File: src/rtl/truth_table_prober_pkg.sv
// Shared types and helpers for the 3-input truth-table prober.
package cello_probe_pkg;

    typedef enum logic [1:0] {
        IDLE   = 2'd0,
        SETTLE = 2'd1,
        SAMPLE = 2'd2,
        DONE   = 2'd3
    } probe_state_t;

    localparam int NUM_ROWS = 8;

    // Row 000 lands in the MSB so the code reads like a Wolfram rule number.
    function automatic logic [2:0] row_bit(input logic [2:0] row);
        return 3'd7 - row;
    endfunction

endpackage

File: src/rtl/truth_table_prober_if.sv
// Controller-side port bundle of the prober; the state field is a debug tap.
interface truth_table_prober_if;
    import cello_probe_pkg::*;

    // start is a level request that is taken only while the prober is idle
    // (never queued); done pulses for one cycle when code/unstable are final.
    logic         start;
    logic [7:0]   expected;
    logic         busy;
    logic         done;
    logic [7:0]   code;
    logic [7:0]   unstable;
    logic         match;
    probe_state_t state;

    modport master (
        output start, expected,
        input  busy, done, code, unstable, match, state
    );

    modport slave (
        input  start, expected,
        output busy, done, code, unstable, match, state
    );

endinterface

File: src/rtl/truth_table_prober_acc.sv
// Majority/stability accumulator over SAMPLES consecutive samples of one row.
module probe_sample_acc #(
    parameter int SAMPLES = 3
) (
    input  logic clk,
    input  logic rst_n,
    input  logic clear,
    input  logic en,
    input  logic bit_in,
    output logic maj,
    output logic unstable
);
    localparam int CW = $clog2(SAMPLES + 1);

    logic [CW-1:0] ones;
    logic [CW-1:0] ones_nx;

    // Outputs fold in the current sample so the row can be closed on its last one.
    assign ones_nx  = ones + CW'(bit_in);
    assign maj      = (ones_nx > CW'(SAMPLES / 2));
    assign unstable = (ones_nx != '0) && (ones_nx != CW'(SAMPLES));

    always_ff @(posedge clk) begin
        if (!rst_n || clear) begin
            ones <= '0;
        end else if (en) begin
            ones <= ones_nx;
        end
    end

endmodule

File: src/rtl/truth_table_prober.sv
// Sweeps a 3-input cell through all eight rows and assembles its function code.
module truth_table_prober
    import cello_probe_pkg::*;
#(
    parameter int SETTLE_CYCLES = 4,
    parameter int SAMPLES       = 3
) (
    input  logic                 clk,
    input  logic                 rst_n,
    truth_table_prober_if.slave  ctl,
    output logic [2:0]           probe_in,
    input  logic                 probe_out
);
    localparam int CMAX = (SETTLE_CYCLES > SAMPLES) ? SETTLE_CYCLES : SAMPLES;
    localparam int CW   = $clog2(CMAX + 1);

    probe_state_t  state;
    logic [2:0]    row;
    logic [CW-1:0] cnt;
    logic          sync1, sync2;
    logic          busy_r, done_r, match_r;
    logic [7:0]    code_r, unst_r;
    logic          acc_maj, acc_unst;

    probe_sample_acc #(.SAMPLES(SAMPLES)) u_acc (
        .clk      (clk),
        .rst_n    (rst_n),
        .clear    (state != SAMPLE),
        .en       (state == SAMPLE),
        .bit_in   (sync2),
        .maj      (acc_maj),
        .unstable (acc_unst)
    );

    always_ff @(posedge clk) begin
        if (!rst_n) begin
            state    <= IDLE;
            row      <= 3'd0;
            cnt      <= '0;
            sync1    <= 1'b0;
            sync2    <= 1'b0;
            probe_in <= 3'd0;
            busy_r   <= 1'b0;
            done_r   <= 1'b0;
            match_r  <= 1'b0;
            code_r   <= 8'h00;
            unst_r   <= 8'h00;
        end else begin
            sync1  <= probe_out;
            sync2  <= sync1;
            done_r <= 1'b0;
            case (state)
                IDLE: begin
                    if (ctl.start) begin
                        state    <= SETTLE;
                        row      <= 3'd0;
                        cnt      <= '0;
                        probe_in <= 3'd0;
                        code_r   <= 8'h00;
                        unst_r   <= 8'h00;
                        match_r  <= 1'b0;
                        busy_r   <= 1'b1;
                    end
                end
                SETTLE: begin
                    if (cnt == CW'(SETTLE_CYCLES - 1)) begin
                        cnt   <= '0;
                        state <= SAMPLE;
                    end else begin
                        cnt <= cnt + 1'b1;
                    end
                end
                SAMPLE: begin
                    if (cnt == CW'(SAMPLES - 1)) begin
                        cnt                 <= '0;
                        code_r[row_bit(row)] <= acc_maj;
                        unst_r[row_bit(row)] <= acc_unst;
                        if (row == 3'(NUM_ROWS - 1)) begin
                            state  <= DONE;
                            done_r <= 1'b1;
                        end else begin
                            row      <= row + 1'b1;
                            probe_in <= row + 1'b1;
                            state    <= SETTLE;
                        end
                    end else begin
                        cnt <= cnt + 1'b1;
                    end
                end
                DONE: begin
                    // expected is only looked at here, so it may change freely mid-sweep.
                    match_r <= (code_r == ctl.expected) && (unst_r == 8'h00);
                    busy_r  <= 1'b0;
                    state   <= IDLE;
                end
                default: state <= IDLE;
            endcase
        end
    end

    assign ctl.busy     = busy_r;
    assign ctl.done     = done_r;
    assign ctl.code     = code_r;
    assign ctl.unstable = unst_r;
    assign ctl.match    = match_r;
    assign ctl.state    = state;

endmodule

File: src/flat_wrapper.sv
// flat-port wrapper written by rule: the top's interface ports become plain ports
module truth_table_prober_flat import cello_probe_pkg::*;
#(
    parameter int SETTLE_CYCLES = 4,
    parameter int SAMPLES       = 3
)
  (clk, rst_n, probe_in, probe_out, ctl_start, ctl_expected, ctl_busy, ctl_done, ctl_code, ctl_unstable, ctl_match, ctl_state);
  truth_table_prober_if ctl_i ();
  input  logic clk;
  input  logic rst_n;
  output logic [2:0] probe_in;
  input  logic probe_out;
  input wire logic [$bits(ctl_i.start)-1:0] ctl_start;
  input wire logic [$bits(ctl_i.expected)-1:0] ctl_expected;
  output wire logic [$bits(ctl_i.busy)-1:0] ctl_busy;
  output wire logic [$bits(ctl_i.done)-1:0] ctl_done;
  output wire logic [$bits(ctl_i.code)-1:0] ctl_code;
  output wire logic [$bits(ctl_i.unstable)-1:0] ctl_unstable;
  output wire logic [$bits(ctl_i.match)-1:0] ctl_match;
  output wire logic [$bits(ctl_i.state)-1:0] ctl_state;
  assign ctl_i.start = ctl_start;
  assign ctl_i.expected = ctl_expected;
  assign ctl_busy = ctl_i.busy;
  assign ctl_done = ctl_i.done;
  assign ctl_code = ctl_i.code;
  assign ctl_unstable = ctl_i.unstable;
  assign ctl_match = ctl_i.match;
  assign ctl_state = ctl_i.state;
  truth_table_prober #(.SETTLE_CYCLES(SETTLE_CYCLES), .SAMPLES(SAMPLES)) u_core (.clk(clk), .rst_n(rst_n), .ctl(ctl_i), .probe_in(probe_in), .probe_out(probe_out));
endmodule
File: config.mk
export PLATFORM = sky130hd
export DESIGN_NAME = truth_table_prober_flat
export DESIGN_NICKNAME = d
export VERILOG_FILES = /design/src/rtl/truth_table_prober_pkg.sv /design/src/rtl/truth_table_prober_if.sv /design/src/rtl/truth_table_prober_acc.sv /design/src/rtl/truth_table_prober.sv /design/src/flat_wrapper.sv
export SDC_FILE = /design/constraint.sdc
export NUM_CORES = 1
export LEC_CHECK = 0
export ABC_AREA = 1
export CELL_PAD_IN_SITES_DETAIL_PLACEMENT = 1
export CELL_PAD_IN_SITES_GLOBAL_PLACEMENT = 2
export CORE_MARGIN = 1.5
export CORE_UTILIZATION = 28
export CTS_CLUSTER_DIAMETER = 30
export DETAILED_ROUTE_END_ITERATION = 12
export PLACE_DENSITY = 0.9
export SETUP_SLACK_MARGIN = 0.05
export SKIP_LAST_GASP = 1
export SLEW_MARGIN = 40
export SYNTH_ARGS = -nofsm -noshare
export SYNTH_HDL_FRONTEND = slang
export SYNTH_HIERARCHICAL = 1
export SYNTH_SLANG_ARGS = --single-unit
File: constraint.sdc
create_clock -name clk -period 2.15 [get_ports clk]
set_clock_uncertainty 0.15 [all_clocks]
set_input_delay 0.43 -clock clk [delete_from_list [all_inputs] [get_ports clk]]
set_output_delay 0.43 -clock clk [all_outputs]
set_load 0.05 [all_outputs]
==> results of run 1 <==
through the flow:
stage | hold slack [ps] | area [sq um]
floorplan | 240 | 1820
global placement | 244 | 2250
detailed placement | 262 | 2250
CTS | 278 | 2350
global route | 320 | 2360
finish | 273 | 2360
area by class of cell:
class / instances / area [sq um]
Clock buffer: 8 / 100
Tap cell: 77 / 96.3
Timing Repair Buffer: 41 / 398
Sequential cell: 31 / 621
Multi-Input combinational cell: 179 / 960
Inverter: 49 / 184
Fill cell: 812 / 3960
power groups by stage:
stage          registers (W)  logic [W]  clock network (W)
2_1_floorplan       0.000882   0.000633                  0
6_report            0.000719    0.00107           0.000518
3_3_place_gp        0.000731    0.00106                  0
4_1_cts             0.000721    0.00108           0.000535
5_1_grt             0.000733    0.00120           0.000561
3_5_place_dp        0.000733    0.00108                  0
logic make-up after synthesis:
group,Yosys count,synth area share
simple gates,120,0.314
buf+inv,57,0.130
fa+ha+maj,12,0.0826
flops,31,0.342
compound gates,47,0.132
cells in the mapped netlist, types with 2 or more instances:
cell / number / area share
clkbuf_1: 2 / 0.0041
inv_2: 5 / 0.010
nor2_1: 15 / 0.031
o21ai_0: 16 / 0.044
nor3_2: 7 / 0.039
nand2_2: 5 / 0.017
nand2_1: 66 / 0.14
o21ai_1: 4 / 0.011
nor3_1: 2 / 0.0055
ha_1: 12 / 0.083
a21oi_1: 26 / 0.072
nand3_1: 5 / 0.014
buf_6: 2 / 0.012
dfxtp_1: 31 / 0.34
inv_1: 44 / 0.091
clkbuf_2: 2 / 0.0055
nand4_1: 16 / 0.055
layer usage:
layer / up-vias / GRT usage / part of all wire
li1: 930 / - / -
met1: 825 / 0.182 / 0.47
met2: 31 / 0.271 / 0.49
met3: 6 / 0.0297 / 0.036
met4: 0 / 0.0313 / 0.0082
met5: - / 0 / 0
repair_timing:
action / in CTS / in global routing
resized for setup: 2 / 4
setup endpoints to repair: 2 / 4
buffers inserted: 0 / 0
gates cloned: 0 / 0
worst paths after layout:
path	cells after the start	endpoint	slack, ps	start
worst max register to register	8	u_core/row[0]	290	u_core/row[0]
worst max-delay path	1	ctl_code[1]	90	u_core/ctl.code[1]
worst min register to register	2	u_core/sync2	270	u_core/sync1
worst min-delay path	2	u_core/sync2	270	u_core/sync1
sequential cells by signal (all words and copies together) (netlist names):
register / count
u_core/u_acc/ones: 2
u_core/sync1: 1
u_core/ctl.state: 2
u_core/ctl.busy: 1
u_core/sync2: 1
u_core/cnt: 3
u_core/ctl.match: 1
u_core/row: 3
u_core/ctl.code: 8
u_core/ctl.done: 1
u_core/ctl.unstable: 8
==> impl_metrics.ini, run 1 <==
[grt]
grt_pass1_vias = 1901
grt_antenna_before_repair = 0
grt_max_degree = 25
overflow = 0
grtUsageTotal = 0.149
grt_pass1_wl_um = 8500

[clock_network]
ctsHoldBuffers = 0
clock_path_buffers = 2
cts-root-buf = clkbuf_8
clk_latency_ps = 290
htreeDepth = 2
clock-sinks = 31
cts_tree = yes
path_clk_slew_ps = 60
numCtsBuffers = 5

[pwr]
ir_worst_vdd_v = 0.000420
finalPower_w = 0.00231
combPwrFrac = 0.464
p_switching_w = 0.00103
p_seq_frac = 0.312
p_sw_frac = 0.446
p_clk_frac = 0.224
leakage_nw = 1.07
powerDensity_nw_per_um2 = 979
power.internal_w = 0.00128

[timing]
finalSetupViolations = 0
final-hold-violation-count = 0
relSlewSlack = 0.664
post-route-period-util = 0.956
rsz0062_at_grt = false
setup_tns_ps = 0
tightest_slew_ps = 503
fmaxAchievable_ghz = 0.486
period_needed_ps = 2060
drv_slew = 0
finalWorstSetupSlack_ps = 93.9

[floorplan]
rows = 29
die_x_um = 83.6
initial_core_util = 0.288
num_io_pins = 36
die_area_sq_um = 6980
fp.coreArea_sq_um = 6310
dieHeight_um = 83.6

[critical_path]
critical_path_required_ps = 1570
cpPeakStageDelay_ps = 820
endpoint_kind = output port
arrival_ps = 1480
crit_chain = clkdlybuf4s50_1
path_class = flop to output port
critPathBufInv = 1
slowest_stage = clkdlybuf4s50_1
critical_path_peak_fanout = 4
critPathTopFamily = buffers and inverters
cp-start-kind = flop

[synth]
synth_area_sq_um = 1820
ys_async_sr_fraction = 0
synthDistinctLibCells = 24
yosysSeqAreaShare = 0.342
synth_flop_cell = dfxtp_1
synthesis.instances = 267
yosysWarnings = 6
synth_fp_nets = 291
avgSynthCellArea_sq_um = 6.80
ys_ff_latch = 31
synth_edf_count = 0

[status]
status = finished clean

[route]
first_iter_violations = 56
detail-route-antenna-nets = 0
vias = 1792
post-route-drc-count = 0
via_per_inst = 4.65
drt_wl_total_um = 4870
first_pass_iters = 4
wire_per_inst_um = 12.7

[layout]
drive_above_1_share = 0.133
final_cells = 385
layout_common_cells = 66 x nand2_1, 44 x inv_1, 31 x dfxtp_1, 26 x a21oi_1, 22 x clkdlybuf4s50_1
final_nets = 331
final_common_cell = nand2_1
diodes = 0
areaGrowthSynthToFinish_pct = 29.8
utilization = 0.374

[place]
dp_hpwl_um = 3680
dpl.cell_count = 377
dp_slack_ps = 184
io_buffers = 35
gp_congestion = 0.853

[run]
cap_viol_max_count = 0

[worst_hold_path]
hp-class = flop to flop
(Power assumes the default switching activity.)
==> run 2: changes to the inputs <==
--- a/config.mk
+++ b/config.mk
@@ -6,13 +6,15 @@
 export NUM_CORES = 1
 export LEC_CHECK = 0
 export ABC_AREA = 1
+export ABC_CLOCK_PERIOD_IN_PS = 2150
 export CELL_PAD_IN_SITES_DETAIL_PLACEMENT = 1
 export CELL_PAD_IN_SITES_GLOBAL_PLACEMENT = 2
-export CORE_MARGIN = 1.5
+export CORE_MARGIN = 3
 export CORE_UTILIZATION = 28
 export CTS_CLUSTER_DIAMETER = 30
 export DETAILED_ROUTE_END_ITERATION = 12
 export PLACE_DENSITY = 0.9
+export RECOVER_POWER = 50
 export SETUP_SLACK_MARGIN = 0.05
 export SKIP_LAST_GASP = 1
 export SLEW_MARGIN = 40
==> impl_metrics.ini, run 2 (synthesized netlist as in run 1, its figures left out) <==
[place]
io_buffers = 35
dp_hpwl_um = 3690
dpl.cell_count = 374
gp_congestion = 0.829

[route]
via_per_inst = 4.66
first_iter_violations = 64
drt_wl_total_um = 4840
post-route-drc-count = 0
wire_per_inst_um = 12.7
detail-route-antenna-nets = 0
vias = 1779
first_pass_iters = 4

[grt]
grt_pass1_vias = 1823
grt_antenna_before_repair = 0
grtUsageTotal = 0.144
grt_pass1_wl_um = 8560
grt_max_degree = 25
overflow = 0

[pwr]
leakage_nw = 0.930
p_switching_w = 0.00101
powerDensity_nw_per_um2 = 976
ir_worst_vdd_v = 0.000458
combPwrFrac = 0.472
p_clk_frac = 0.200
p_seq_frac = 0.328
p_sw_frac = 0.463
power.internal_w = 0.00118

[critical_path]
endpoint_kind = output port
critPathTopFamily = buffers and inverters
slowest_stage = clkdlybuf4s50_1
critical_path_peak_fanout = 4
critPathBufInv = 1
arrival_ps = 1460
path_class = flop to output port
crit_chain = clkdlybuf4s50_1
cp-start-kind = flop
critical_path_required_ps = 1570
cpPeakStageDelay_ps = 810
r2r_slack_ps = 260

[worst_hold_path]
hp-class = flop to flop

[timing]
rsz0062_at_grt = false
setup_tns_ps = 0
post-route-period-util = 0.948
hold-worst-slack_ps = 271
period_needed_ps = 2040
tightest_slew_ps = 616
final-hold-violation-count = 0
fmaxAchievable_ghz = 0.491
relSlewSlack = 0.591
finalSetupViolations = 0
drv_slew = 0

[layout]
drive_above_1_share = 0.0945
final_nets = 330
final_cells = 382
final_common_cell = nand2_1
multi_input_area_sq_um = 948
layout_common_cells = 68 x nand2_1, 44 x inv_1, 31 x dfxtp_1, 26 x a21oi_1, 18 x clkdlybuf4s50_1
n_fill_cell = 804
seq_area_sq_um = 621
areaGrowthSynthToFinish_pct = 23.4
diodes = 0

[floorplan]
die_x_um = 86.6
dieHeight_um = 86.6
initial_core_util = 0.298
rows = 28
fp.coreArea_sq_um = 6100
num_io_pins = 36
die_area_sq_um = 7490

[clock_network]
clock-sinks = 31
clock_path_buffers = 2
cts-root-buf = clkbuf_8
cts_tree = yes
clk_latency_ps = 280
post_cts_buffers = 0
numCtsBuffers = 5
path_clk_slew_ps = 60
htreeDepth = 2

[run]
cap_viol_max_count = 0

[status]
status = finished clean
[run 2: cell count changes in the layout (fill, tap and decap cells not counted), moves of 2 or more]
cell	previous run	this run
clkbuf_1	1	17
buf_4	12	3
clkdlybuf4s50_1	22	18
dlymetal6s2s_1	4	0
clkbuf_8	7	5
dlygate4sd2_1	2	0
nand2_1	66	68
nand2_2	5	3
[run 2: worst paths after layout]
path                            start                     end  cells past startpoint
setup / recovery   u_core/ctl.code[3]             ctl_code[3]                      1
hold / removal           u_core/sync1            u_core/sync2                      2
setup reg to reg  u_core/ctl.state[1]  u_core/ctl.unstable[3]                      8
hold reg to reg          u_core/sync1            u_core/sync2                      2
[run 2: what timing repair did]
action | in CTS | in global routing
hold buffers | 0 | 0
endpoints found under the setup margin | 0 | 8
resized for setup | 0 | 8
[run 2: layout make-up]
| cell class | instances | area share |
|---|---|---|
| Clock buffer | 7 | 0.0340 |
| Clock inverter | 1 | 0.00223 |
| Inverter | 49 | 0.0820 |
| Multi-Input combinational cell | 179 | 0.423 |
| Sequential cell | 31 | 0.277 |
| Tap cell | 75 | 0.0419 |
| Timing Repair Buffer | 40 | 0.140 |
[run 2: metal layers]
metal	vias up	track usage	part of all wire
met5	-	0	0
met2	35	0.241	0.46
met1	809	0.182	0.48
li1	929	-	-
met4	0	0.0538	0.013
met3	6	0.0295	0.046
[run 2: worst reg2reg max path, cell delays in order (launching register included)]
cell     delay (ps)
dfxtp_1         400
ha_1            410
nand2_1         190
inv_2           110
nor2_4           40
buf_12          160
o21ai_1         150
nand2_1          90
a21oi_1         120
[run 2: stage by stage]
step                instance area [sq um]  setup slack (ps)  power (W)  utilization
global placement                     2250               203    0.00179        0.369
finish                               2240               112    0.00219        0.368
detailed placement                   2250               188    0.00182        0.369
global route                         2240              53.8    0.00238        0.368
CTS                                  2330              53.8    0.00228        0.383
floorplan                            1820               118    0.00152            -
[run 2: power groups by stage]
stage	sequential, W	combinational [W]	clock (W)
2_1_floorplan	0.000882	0.000633	0
3_3_place_gp	0.000727	0.00106	0
3_5_place_dp	0.000731	0.00109	0
4_1_cts	0.000719	0.00110	0.000464
5_1_grt	0.000730	0.00117	0.000486
6_report	0.000718	0.00103	0.000437
==> variant: new RTL, config.mk and constraints of run 2 <==
`SAMPLES` is set to 3 in 3 places; all go to 6.
--- a/src/rtl/truth_table_prober_acc.sv
+++ b/src/rtl/truth_table_prober_acc.sv
@@ -1,6 +1,6 @@
 // Majority/stability accumulator over SAMPLES consecutive samples of one row.
 module probe_sample_acc #(
-    parameter int SAMPLES = 3
+    parameter int SAMPLES = 6
 ) (
     input  logic clk,
     input  logic rst_n,
--- a/src/rtl/truth_table_prober.sv
+++ b/src/rtl/truth_table_prober.sv
@@ -3,7 +3,7 @@
     import cello_probe_pkg::*;
 #(
     parameter int SETTLE_CYCLES = 4,
-    parameter int SAMPLES       = 3
+    parameter int SAMPLES       = 6
 ) (
     input  logic                 clk,
     input  logic                 rst_n,
--- a/src/flat_wrapper.sv
+++ b/src/flat_wrapper.sv
@@ -2,7 +2,7 @@
 module truth_table_prober_flat import cello_probe_pkg::*;
 #(
     parameter int SETTLE_CYCLES = 4,
-    parameter int SAMPLES       = 3
+    parameter int SAMPLES       = 6
 )
   (clk, rst_n, probe_in, probe_out, ctl_start, ctl_expected, ctl_busy, ctl_done, ctl_code, ctl_unstable, ctl_match, ctl_state);
   truth_table_prober_if ctl_i ();
Check against the original RTL: not equivalent (a bounded check fails within 10 cycles, from zero or initial values and one cycle with rst_n low).
==> variant against run 2 <==
Synthesized area rose by 0.34%. Sequential cell count rose by 1. Setup slack barely moved. Wire length barely moved. Register-to-register slack got worse by 0.07 ns. Global-route usage fell by 0.59 points. Cell area rose by 1.5%. Maximum frequency barely moved. Total power rose by 5.0%. Critical endpoint is now ctl_unstable[6].
==> variant: results (changes against run 2) <==
| Metric | Value |
|---|---|
| # resized after CTS | 1 (+1) |
| Multi-input gates | 184 (+2.8%) |
| Met2 track demand over resource | 25.2% (+1.1 points) |
| DRT iter0 DRCs | 76 (+19%) |
| Placed Cells | 381 (+1.9%) |
| Final RePlAce weighted congestion | 0.788 (-5.0%) |
| Largest cells by area after synthesis | dfxtp_1 (35%), nand2_1 (15%), inv_1 (9.9%) |
| Place WS | 0.164 ns (-0.0238 ns) |
| WL met3 | 209 µm (-5.9%) |
| Tot GR Track Use | 13.8% (-0.59 points) |
| Sw frac | 46.0% (-0.29 points) |
| Met3 usage | 3.14% (+0.19 points) |
| Vias in the first global route | 1782 (-2.2%) |
| CP max FO | 3 (-1) |
| NumNets Final | 338 (+2.4%) |
| WHS | 0.266 ns (-0.00598 ns) |
| Clk cell area share | 3.96% (+0.33 points) |
| Layout non-clock buf frac | 13.9% (-0.15 points) |
| Static leakage | 0.940 nW (+1.1%) |
| Max VDD drop | 0.000588 V (+28%) |
| Adder-Cell Fraction of Synth Area | 8.92% (+0.66 points) |
| Crit path DAT | 1.46 ns (about the same) |
| Non-CTS buffers | 41 (+2.5%) |
| Final Cell Area | 2280 µm² (+1.5%) |
| Mapped Cells | 273 (+2.2%) |
| Seq. cell area | 642 µm² (+3.4%) |
| DP Wirelength | 3.80 mm (+3.1%) |
| Pin count of the biggest net entering global routing | 27 (+8.0%) |
| #FFs+latches synth | 32 (+3.2%) |
| Outcome | completed |
| Mapped Nets | 298 (+2.4%) |
| Non-filler cells, final | 389 (+1.8%) |
| Tcrit/Tclk final | 94.8% (about the same) |
| Synth top cells by count | nand2_1 (72), inv_1 (48), dfxtp_1 (32), a21oi_1 (28), o21ai_0 (17) |
| Sequential area share after synthesis | 35.1% (+0.98 points) |
| # clk buffers | 8 (+1) |
| Met1 usage in global routing | 16.0% (-2.1 points) |
| Global-route wire length before repair | 8.22 mm (-3.9%) |
| R2R Setup Slk | 0.19 ns (-0.07 ns) |
| Layout cells sized above 1 | 5.41% (-4.0 points) |
| Met1 Wirelength | 2.16 mm (-6.7%) |
[variant: changes by cell type after synthesis, sizes merged, moves of 2 or more]
cell	delta
nor2	-3
a21oi	+3
o21ai	-4
nand2	+4
nand3	+2
[variant: path summary, 6_finish.rpt]
path,startpoint,to,depth (start not counted)
worst max-delay path,u_core/ctl.unstable[6],ctl_unstable[6],1
worst min-delay path,u_core/sync1,u_core/sync2,2
worst max register to register,u_core/sync2,u_core/ctl.unstable[2],9
worst min register to register,u_core/sync1,u_core/sync2,2
[variant: power groups by stage]
stage	Combinational (mW)	Clock, mW	Sequential [mW]
2_1_floorplan	0.642	0	0.907
3_3_place_gp	1.08	0	0.762
3_5_place_dp	1.11	0	0.764
4_1_cts	1.12	0.500	0.752
5_1_grt	1.21	0.532	0.762
6_report	1.07	0.484	0.745
[variant: cells by family after synthesis]
group                    Yosys count
AO/OA/AOI/OAI                     47
AND/OR/NAND/NOR                  124
buffers and inverters             57
flip-flops                        32
adder cells (fa/ha/maj)           13
